### src/rtl/mul_seq_core.sv
// Sequential signed multiplier: magnitude shift-add, one multiplier bit per clock,
// followed by a single two's-complement sign fix-up before the product is published.
module mul_seq_core #(
  parameter int WIDTH = 32
) (
  input  logic                 clk,
  input  logic                 rst,
  input  logic                 start,
  input  logic [WIDTH-1:0]     m_in,
  input  logic [WIDTH-1:0]     q_in,
  output logic                 busy,
  output logic                 done,
  output logic [2*WIDTH-1:0]   product
);

  localparam int AW = WIDTH + 1;
  localparam int PW = 2 * WIDTH;
  localparam int CW = (WIDTH > 1) ? $clog2(WIDTH) : 1;

  typedef enum logic [1:0] {
    S_IDLE,
    S_CALC,
    S_NEG,
    S_DONE
  } state_t;

  state_t          state_q, state_d;
  logic            busy_q, busy_d;
  logic            done_q, done_d;
  logic [PW-1:0]   product_q, product_d;
  logic [AW-1:0]   acc_q, acc_d;
  logic [WIDTH-1:0] mag_m_q, mag_m_d;
  logic [WIDTH-1:0] mag_q_q, mag_q_d;
  logic [CW-1:0]   cnt_q, cnt_d;
  logic            sign_q, sign_d;

  logic [WIDTH-1:0] m_abs;
  logic [WIDTH-1:0] q_abs;
  logic [AW-1:0]    acc_sum;
  logic [PW-1:0]    mag_prod;

  // The most-negative operand negates to itself, which read unsigned is exactly 2^(W-1).
  assign m_abs    = m_in[WIDTH-1] ? (~m_in + WIDTH'(1)) : m_in;
  assign q_abs    = q_in[WIDTH-1] ? (~q_in + WIDTH'(1)) : q_in;
  assign acc_sum  = acc_q + {1'b0, mag_m_q};
  assign mag_prod = {acc_q[WIDTH-1:0], mag_q_q};

  always_comb begin
    state_d   = state_q;
    product_d = product_q;
    acc_d     = acc_q;
    mag_m_d   = mag_m_q;
    mag_q_d   = mag_q_q;
    cnt_d     = cnt_q;
    sign_d    = sign_q;

    case (state_q)
      S_IDLE, S_DONE: begin
        if (start) begin
          sign_d  = m_in[WIDTH-1] ^ q_in[WIDTH-1];
          mag_m_d = m_abs;
          mag_q_d = q_abs;
          acc_d   = '0;
          cnt_d   = '0;
          if ((m_in == '0) || (q_in == '0)) begin
            state_d   = S_DONE;
            product_d = '0;
          end else begin
            state_d = S_CALC;
          end
        end else begin
          state_d = S_IDLE;
        end
      end
      S_CALC: begin
        // Add-then-shift: the bit leaving the accumulator lands in the multiplier MSB.
        if (mag_q_q[0]) begin
          acc_d   = {1'b0, acc_sum[AW-1:1]};
          mag_q_d = {acc_sum[0], mag_q_q[WIDTH-1:1]};
        end else begin
          acc_d   = {1'b0, acc_q[AW-1:1]};
          mag_q_d = {acc_q[0], mag_q_q[WIDTH-1:1]};
        end
        cnt_d = cnt_q + CW'(1);
        if (cnt_q == CW'(WIDTH - 1)) begin
          state_d = S_NEG;
        end
      end
      S_NEG: begin
        product_d = sign_q ? (~mag_prod + PW'(1)) : mag_prod;
        state_d   = S_DONE;
      end
      default: begin
        state_d = S_IDLE;
      end
    endcase

    busy_d = (state_d == S_CALC) || (state_d == S_NEG);
    done_d = (state_d == S_DONE);
  end

  always_ff @(posedge clk) begin
    if (rst) begin
      state_q   <= S_IDLE;
      busy_q    <= 1'b0;
      done_q    <= 1'b0;
      product_q <= '0;
      acc_q     <= '0;
      mag_m_q   <= '0;
      mag_q_q   <= '0;
      cnt_q     <= '0;
      sign_q    <= 1'b0;
    end else begin
      state_q   <= state_d;
      busy_q    <= busy_d;
      done_q    <= done_d;
      product_q <= product_d;
      acc_q     <= acc_d;
      mag_m_q   <= mag_m_d;
      mag_q_q   <= mag_q_d;
      cnt_q     <= cnt_d;
      sign_q    <= sign_d;
    end
  end

  assign busy    = busy_q;
  assign done    = done_q;
  assign product = product_q;

endmodule

### config.mk
export PLATFORM = sky130hd
export DESIGN_NAME = mul_seq_core
export DESIGN_NICKNAME = d
export VERILOG_FILES = /design/src/rtl/mul_seq_core.sv
export SDC_FILE = /design/constraint.sdc
export NUM_CORES = 1
export LEC_CHECK = 0
export CORE_MARGIN = 2
export CORE_UTILIZATION = 45
export CTS_CLUSTER_SIZE = 20
export DETAILED_ROUTE_END_ITERATION = 16
export GPL_TIMING_DRIVEN = 0
export PLACE_DENSITY_LB_ADDON = 0.2
export SLEW_MARGIN = 20
export SYNTH_ARGS = -nofsm -noshare
export SYNTH_HDL_FRONTEND = slang
export SYNTH_SLANG_ARGS = --single-unit
### constraint.sdc
create_clock -name clk -period 9.65 [get_ports clk]
set_clock_uncertainty 0.2 [all_clocks]
set_input_delay 1.93 -clock clk [delete_from_list [all_inputs] [get_ports clk]]
set_output_delay 1.93 -clock clk [all_outputs]
set_load 0.02 [all_outputs]
# --- Word level (Yosys, flattened, before mapping) ---
# Cells that the tools add are included.
word_totals:
  wordCells: 56
  latch_bits: 0
  out_inout_bits: 66
  in_bits: 67
  ff_bits: 171
  romBits: 0
  ramBits: 0
  mem_count: 0
op_classes:
  n_addsub: 5
  mux: 18
  eq_ne: 9
  n_mul: 0
  n_shift: 0
  bitwise: 4
  n_lt_le_gt_ge: 0
  div: 0
  reduce_logical: 11
op_table:
  columns: ["cell", "n"]
  rows:
  - ["$mux W64", 3]
  - ["$mux W32", 5]
  - ["$pmux W64 S2", 1]
  - ["$pmux W33 S2", 1]
  - ["$add A32 B1 Y32 const B", 2]
  - ["$add A64 B1 Y64 const B", 1]
  - ["$logic_not A32 Y1", 2]
  - ["$not A32 Y32", 2]
  - ["$not A64 Y64", 1]
  - ["$pmux W32 S2", 1]
  - ["$add A33 B32 Y33", 1]
  - ["$mux W33", 1]
  - ["$pmux W5 S2", 1]
  - ["$eq A2 B2 Y1 const B", 4]
  - ["$mux W2", 3]
  - ["$pmux W2 S3", 1]
  - ["$add A5 B1 Y5 const B", 1]
  - ["$eq A5 B5 Y1 const B", 1]
  - ["$mux W5", 1]
  - ["$eq A2 B1 Y1 const B", 2]
  - ["$ne A2 B2 Y1 const B", 2]
  - ["$reduce_and A2 Y1", 2]
  - ["$reduce_bool A2 Y1", 2]
  - ["$reduce_and A3 Y1", 1]
  - ["other kinds (4)", 5]

# --- Longest topological paths before layout ---
depth:
  depth_word: 7
  depth_mapped: 12
  depth_no_buf: 11

# --- Worst setup path before layout ---
# No wires, ideal clock.
synth_timing:
  kind: "input port to flip-flop"
  start: "input m_in[13]"
  end: "register product_q[12], in the netlist product[12]"
  n_path_buf: 1
  slack_ns: 5.162
  arrival_ns: 4.218
  required_time_ns: 9.380
  path_stages: 9
  cell_sequence: "or4_1 nor3_1 nand4_1 nor4_1 o21ai_0 mux2_2 clkbuf_1 or3_1 a21oi_1"
synth_via:
  elab_chain_cells: 4
synth_rtl:
  columns: ["item", "line_no", "source"]
  rows:
  - ["start: declaration", "9", "input logic [WIDTH-1:0] m_in,"]
  - ["$logic_not A32 Y1", "65", "if ((m_in == '0) || (q_in == '0)) begin"]
  - ["$logic_or A1 B1 Y1", "65", null]
  - ["$ne A2 B2 Y1 (no line)", null, null]
  - ["$reduce_and A3 Y1 (no line)", null, null]
  - ["end signal: assignment", "117", "product_q <= product_d;"]
  - ["end: declaration", "30", "logic [PW-1:0] product_q, product_d;"]
# Every way passes these cells.
# A chain may end at the register's enable or synchronous reset.

# --- Worst setup path in the final report ---
layout_timing:
  start: "input m_in[19]"
  end: "register product_q[58], in the netlist product[58]"
# Same word-level chain as after synthesis.

==> results.yml <==
synth:
  netlist_area_um2: 10500
  synth_edf_count: 0
  yosysUniqueCellTypes: 58
  yosysWarningCount: 0
  yosys.area_share.simple_pct: 18.83
  synth.ff_latch_count: 170
  synth-seq-area-share_pct: 32.42
  syn_nets: 1414
  synth_top_family_by_area: "compound AO/OA/AOI/OAI gates"
  synth_fa_ha_area_share_pct: 4.958
  async_flop_share_pct: 0
  synthXorXnorAreaFrac_pct: 11.85
  synth_mux_area_share_pct: 0.9774
  avgSynthCellArea_um2: 8.038
  synthCells: 1306
  ys.flop_type: "dfxtp_1"
  synth_compound_area_share_pct: 26.90
power:
  p_total_mw: 3.129
  static-leakage-power_nw: 4.683
  power.density_nw_per_um2: 244.1
  ir_drop_mv: 0.1501
clocking:
  cts_tree: "yes"
  postCtsSetupBuffers: 0
  htreeDepth: 4
  path_clk_slew_ps: 70
  clock_sinks: 170
  cts_root_buf: "clkbuf_16"
  cts_max_path_buffers: 2
  clk-insertion-delay-late_ps: 430
  cts_buffers: 17
  ctsResizeCount: 0
  holdBufCountCts: 0
sta:
  rsz0062_at_grt: "no"
  fin_ws_ps: 3950
  setup_viol: 0
  period_share_pct: 59.07
  tightest_slew_ps: 945.0
  hold_viol: 0
  fin_tns_setup_ps: 0
  fmax_ghz: 0.1754
  relSlewSlack_pct: 35.37
  whs_ps: 251.8
  fin_crit_ps: 5700
  finalMaxSlewViolations: 0
placement:
  place_inst: 1750
  hpwlAfterDp_um: 24140
  pre_cts_ws_ps: 3575
  portBuffers: 131
  gp_congestion: 0.9386
  placed_area_um2: 12200
final_layout:
  drive_gt1_share_pct: 3.063
  fin_cells: 1782
  fin_nets: 1564
  antennaDiodeCount: 0
  area_growth_pct: 22.09
  utilization_pct: 56.26
  design_area_um2: 12820
detailed_routing:
  drtAntennaViolNets: 0
  drt_iter0_drc: 976
  drc: 0
  met1_length_um: 15090
  drt-total-wl_um: 31160
  via_per_inst: 5.764
  met3_length_um: 2585
  vias: 10270
  top_layer: "met4"
  wl_per_cell_um: 17.48
  dr_wl_met2_um: 13010
  first_pass_iters: 7
grt:
  grt_pass1_wl_um: 49380
  grt-ovfl-total: 0
  grt_use_total_pct: 25.38
  grt_max_degree: 18
  antenna_found_initial: 0
  grt_pass1_vias: 9339
die:
  die_height_um: 156.7
  rows: 55
  dieArea_um2: 24570
  die_x_um: 156.7
  io_pins: 133
  start_util_pct: 46.09
  core-area_um2: 22780
job:
  maxCapViolCount: 0
min_path:
  hold_path.class: "flop to flop"
  hold_path_startpoint: "product[12]"
critical_path:
  required_ps: 9760
  critical_path_arrival_ps: 5810
  critPathKind: "primary input to flop"
  crit_path_max_fanout: 10
  startpoint_type: "primary input"
  startpoint: "m_in[19]"
  r2r-start: "mag_q_q[4]"
  worst_setup_path_end_kind: "flop"
outcome:
  status: "completed"
## Yosys cell counts, drive strengths merged (3+ instances only)
library cell	instances	area share, %
nor2b	9	0.54
or2	4	0.24
a21oi	86	4.1
nor2	90	3.2
a222oi	17	1.6
o21bai	4	0.29
or4	21	1.6
o2bb2ai	48	4.0
o22ai	3	0.18
dfxtp	170	32
clkbuf	78	2.8
and2	6	0.36
inv	23	0.82
and3	9	0.54
o31a	3	0.25
or3	33	2.0
a22oi	16	1.1
nand4	8	0.48
xor2	105	8.8
o21ai	86	4.1
a21o	16	1.1
o41ai	18	1.7
a211oi	43	3.1
buf	12	0.45
ha	40	4.8
nand3	34	1.6
nand2	160	5.7
a31oi	5	0.30
o211ai	3	0.21
mux2i	8	0.76
xnor2	37	3.1
nor4	12	0.72
nand2b	7	0.42
nand3b	4	0.29
o21a	9	0.64
nor3	19	0.91
o31ai	39	2.8
## path summary, 6_finish.rpt
kind / end / slack [ps] / cells after the start
worst min register to register: product[12] / 250 / 2
worst max-delay path: product[58] / 3950 / 11
worst max register to register: product[57] / 5590 / 10
worst min-delay path: product[12] / 250 / 2
## registers in the layout, indices dropped and copies added (netlist names)
signal and cells:
acc_q 32, busy 1, cnt_q 5, done 1, mag_m_q 32, mag_q_q 32
product 64, sign_q 1, state_q 2
## layout by cell type (no fill, tap or decap), types with 8 or more instances in the layout
master | Yosys | routed
dfxtp_1 | 170 | 170
ha_1 | 40 | 40
nor2b_1 | 9 | 9
clkdlybuf4s50_1 | 0 | 131
a222oi_1 | 17 | 17
o21a_1 | 9 | 9
nand3_1 | 34 | 34
a21oi_1 | 86 | 86
mux2i_1 | 8 | 8
a21o_1 | 16 | 16
a22oi_1 | 16 | 16
or4_1 | 19 | 19
and3_1 | 9 | 9
xor2_1 | 105 | 105
nor2_1 | 90 | 90
nor4_1 | 12 | 12
o2bb2ai_1 | 48 | 48
xnor2_1 | 37 | 37
a211oi_1 | 43 | 43
or3_1 | 32 | 32
buf_1 | 10 | 10
nand2_1 | 160 | 160
o41ai_1 | 17 | 17
nor3_1 | 19 | 19
inv_1 | 23 | 23
clkbuf_1 | 78 | 78
o31ai_1 | 39 | 39
nand4_1 | 8 | 8
clkbuf_16 | 0 | 17
o21ai_0 | 85 | 85
## report_power, final
| group | switching (mW) | total (mW) | internal [mW] |
|---|---|---|---|
| sequential | 0.153 | 0.984 | 0.832 |
| clock | 0.318 | 0.718 | 0.400 |
| combinational | 0.932 | 1.43 | 0.495 |
## cell type report
class	count	area, um2
repair buffers	131	1311
well taps	313	391.6
multi-input cells	1023	6668
plain buffers	90	340.3
clock inverters	14	176.4
inverters	23	86.33
flip-flops and latches	170	3403
fillers	2115	9962
clock buffers	18	439.2
## metal layers
metal | track usage (%) | vias to the layer above
met5 | 0 | -
met4 | 6.946 | 0
met3 | 4.265 | 30
met2 | 37.66 | 391
met1 | 37.67 | 4749
li1 | - | 5102
## cell families after synthesis
family          Yosys count
flops                   170
buf+inv                 113
xor+xnor                142
simple gates            418
compound gates          412
mux                      10
fa+ha+maj                41
## worst max-delay path, cell delays in order
cell and delay [ps]:
clkdlybuf4s50_1 470, or4_1 630, nor4_1 350, nand4_1 280, nor4_1 460, o21ai_0 450
mux2i_1 320, nor2_1 130, clkbuf_1 300, clkbuf_1 290, o2bb2ai_1 180
Note: power is estimated with default switching activity, not from simulation.
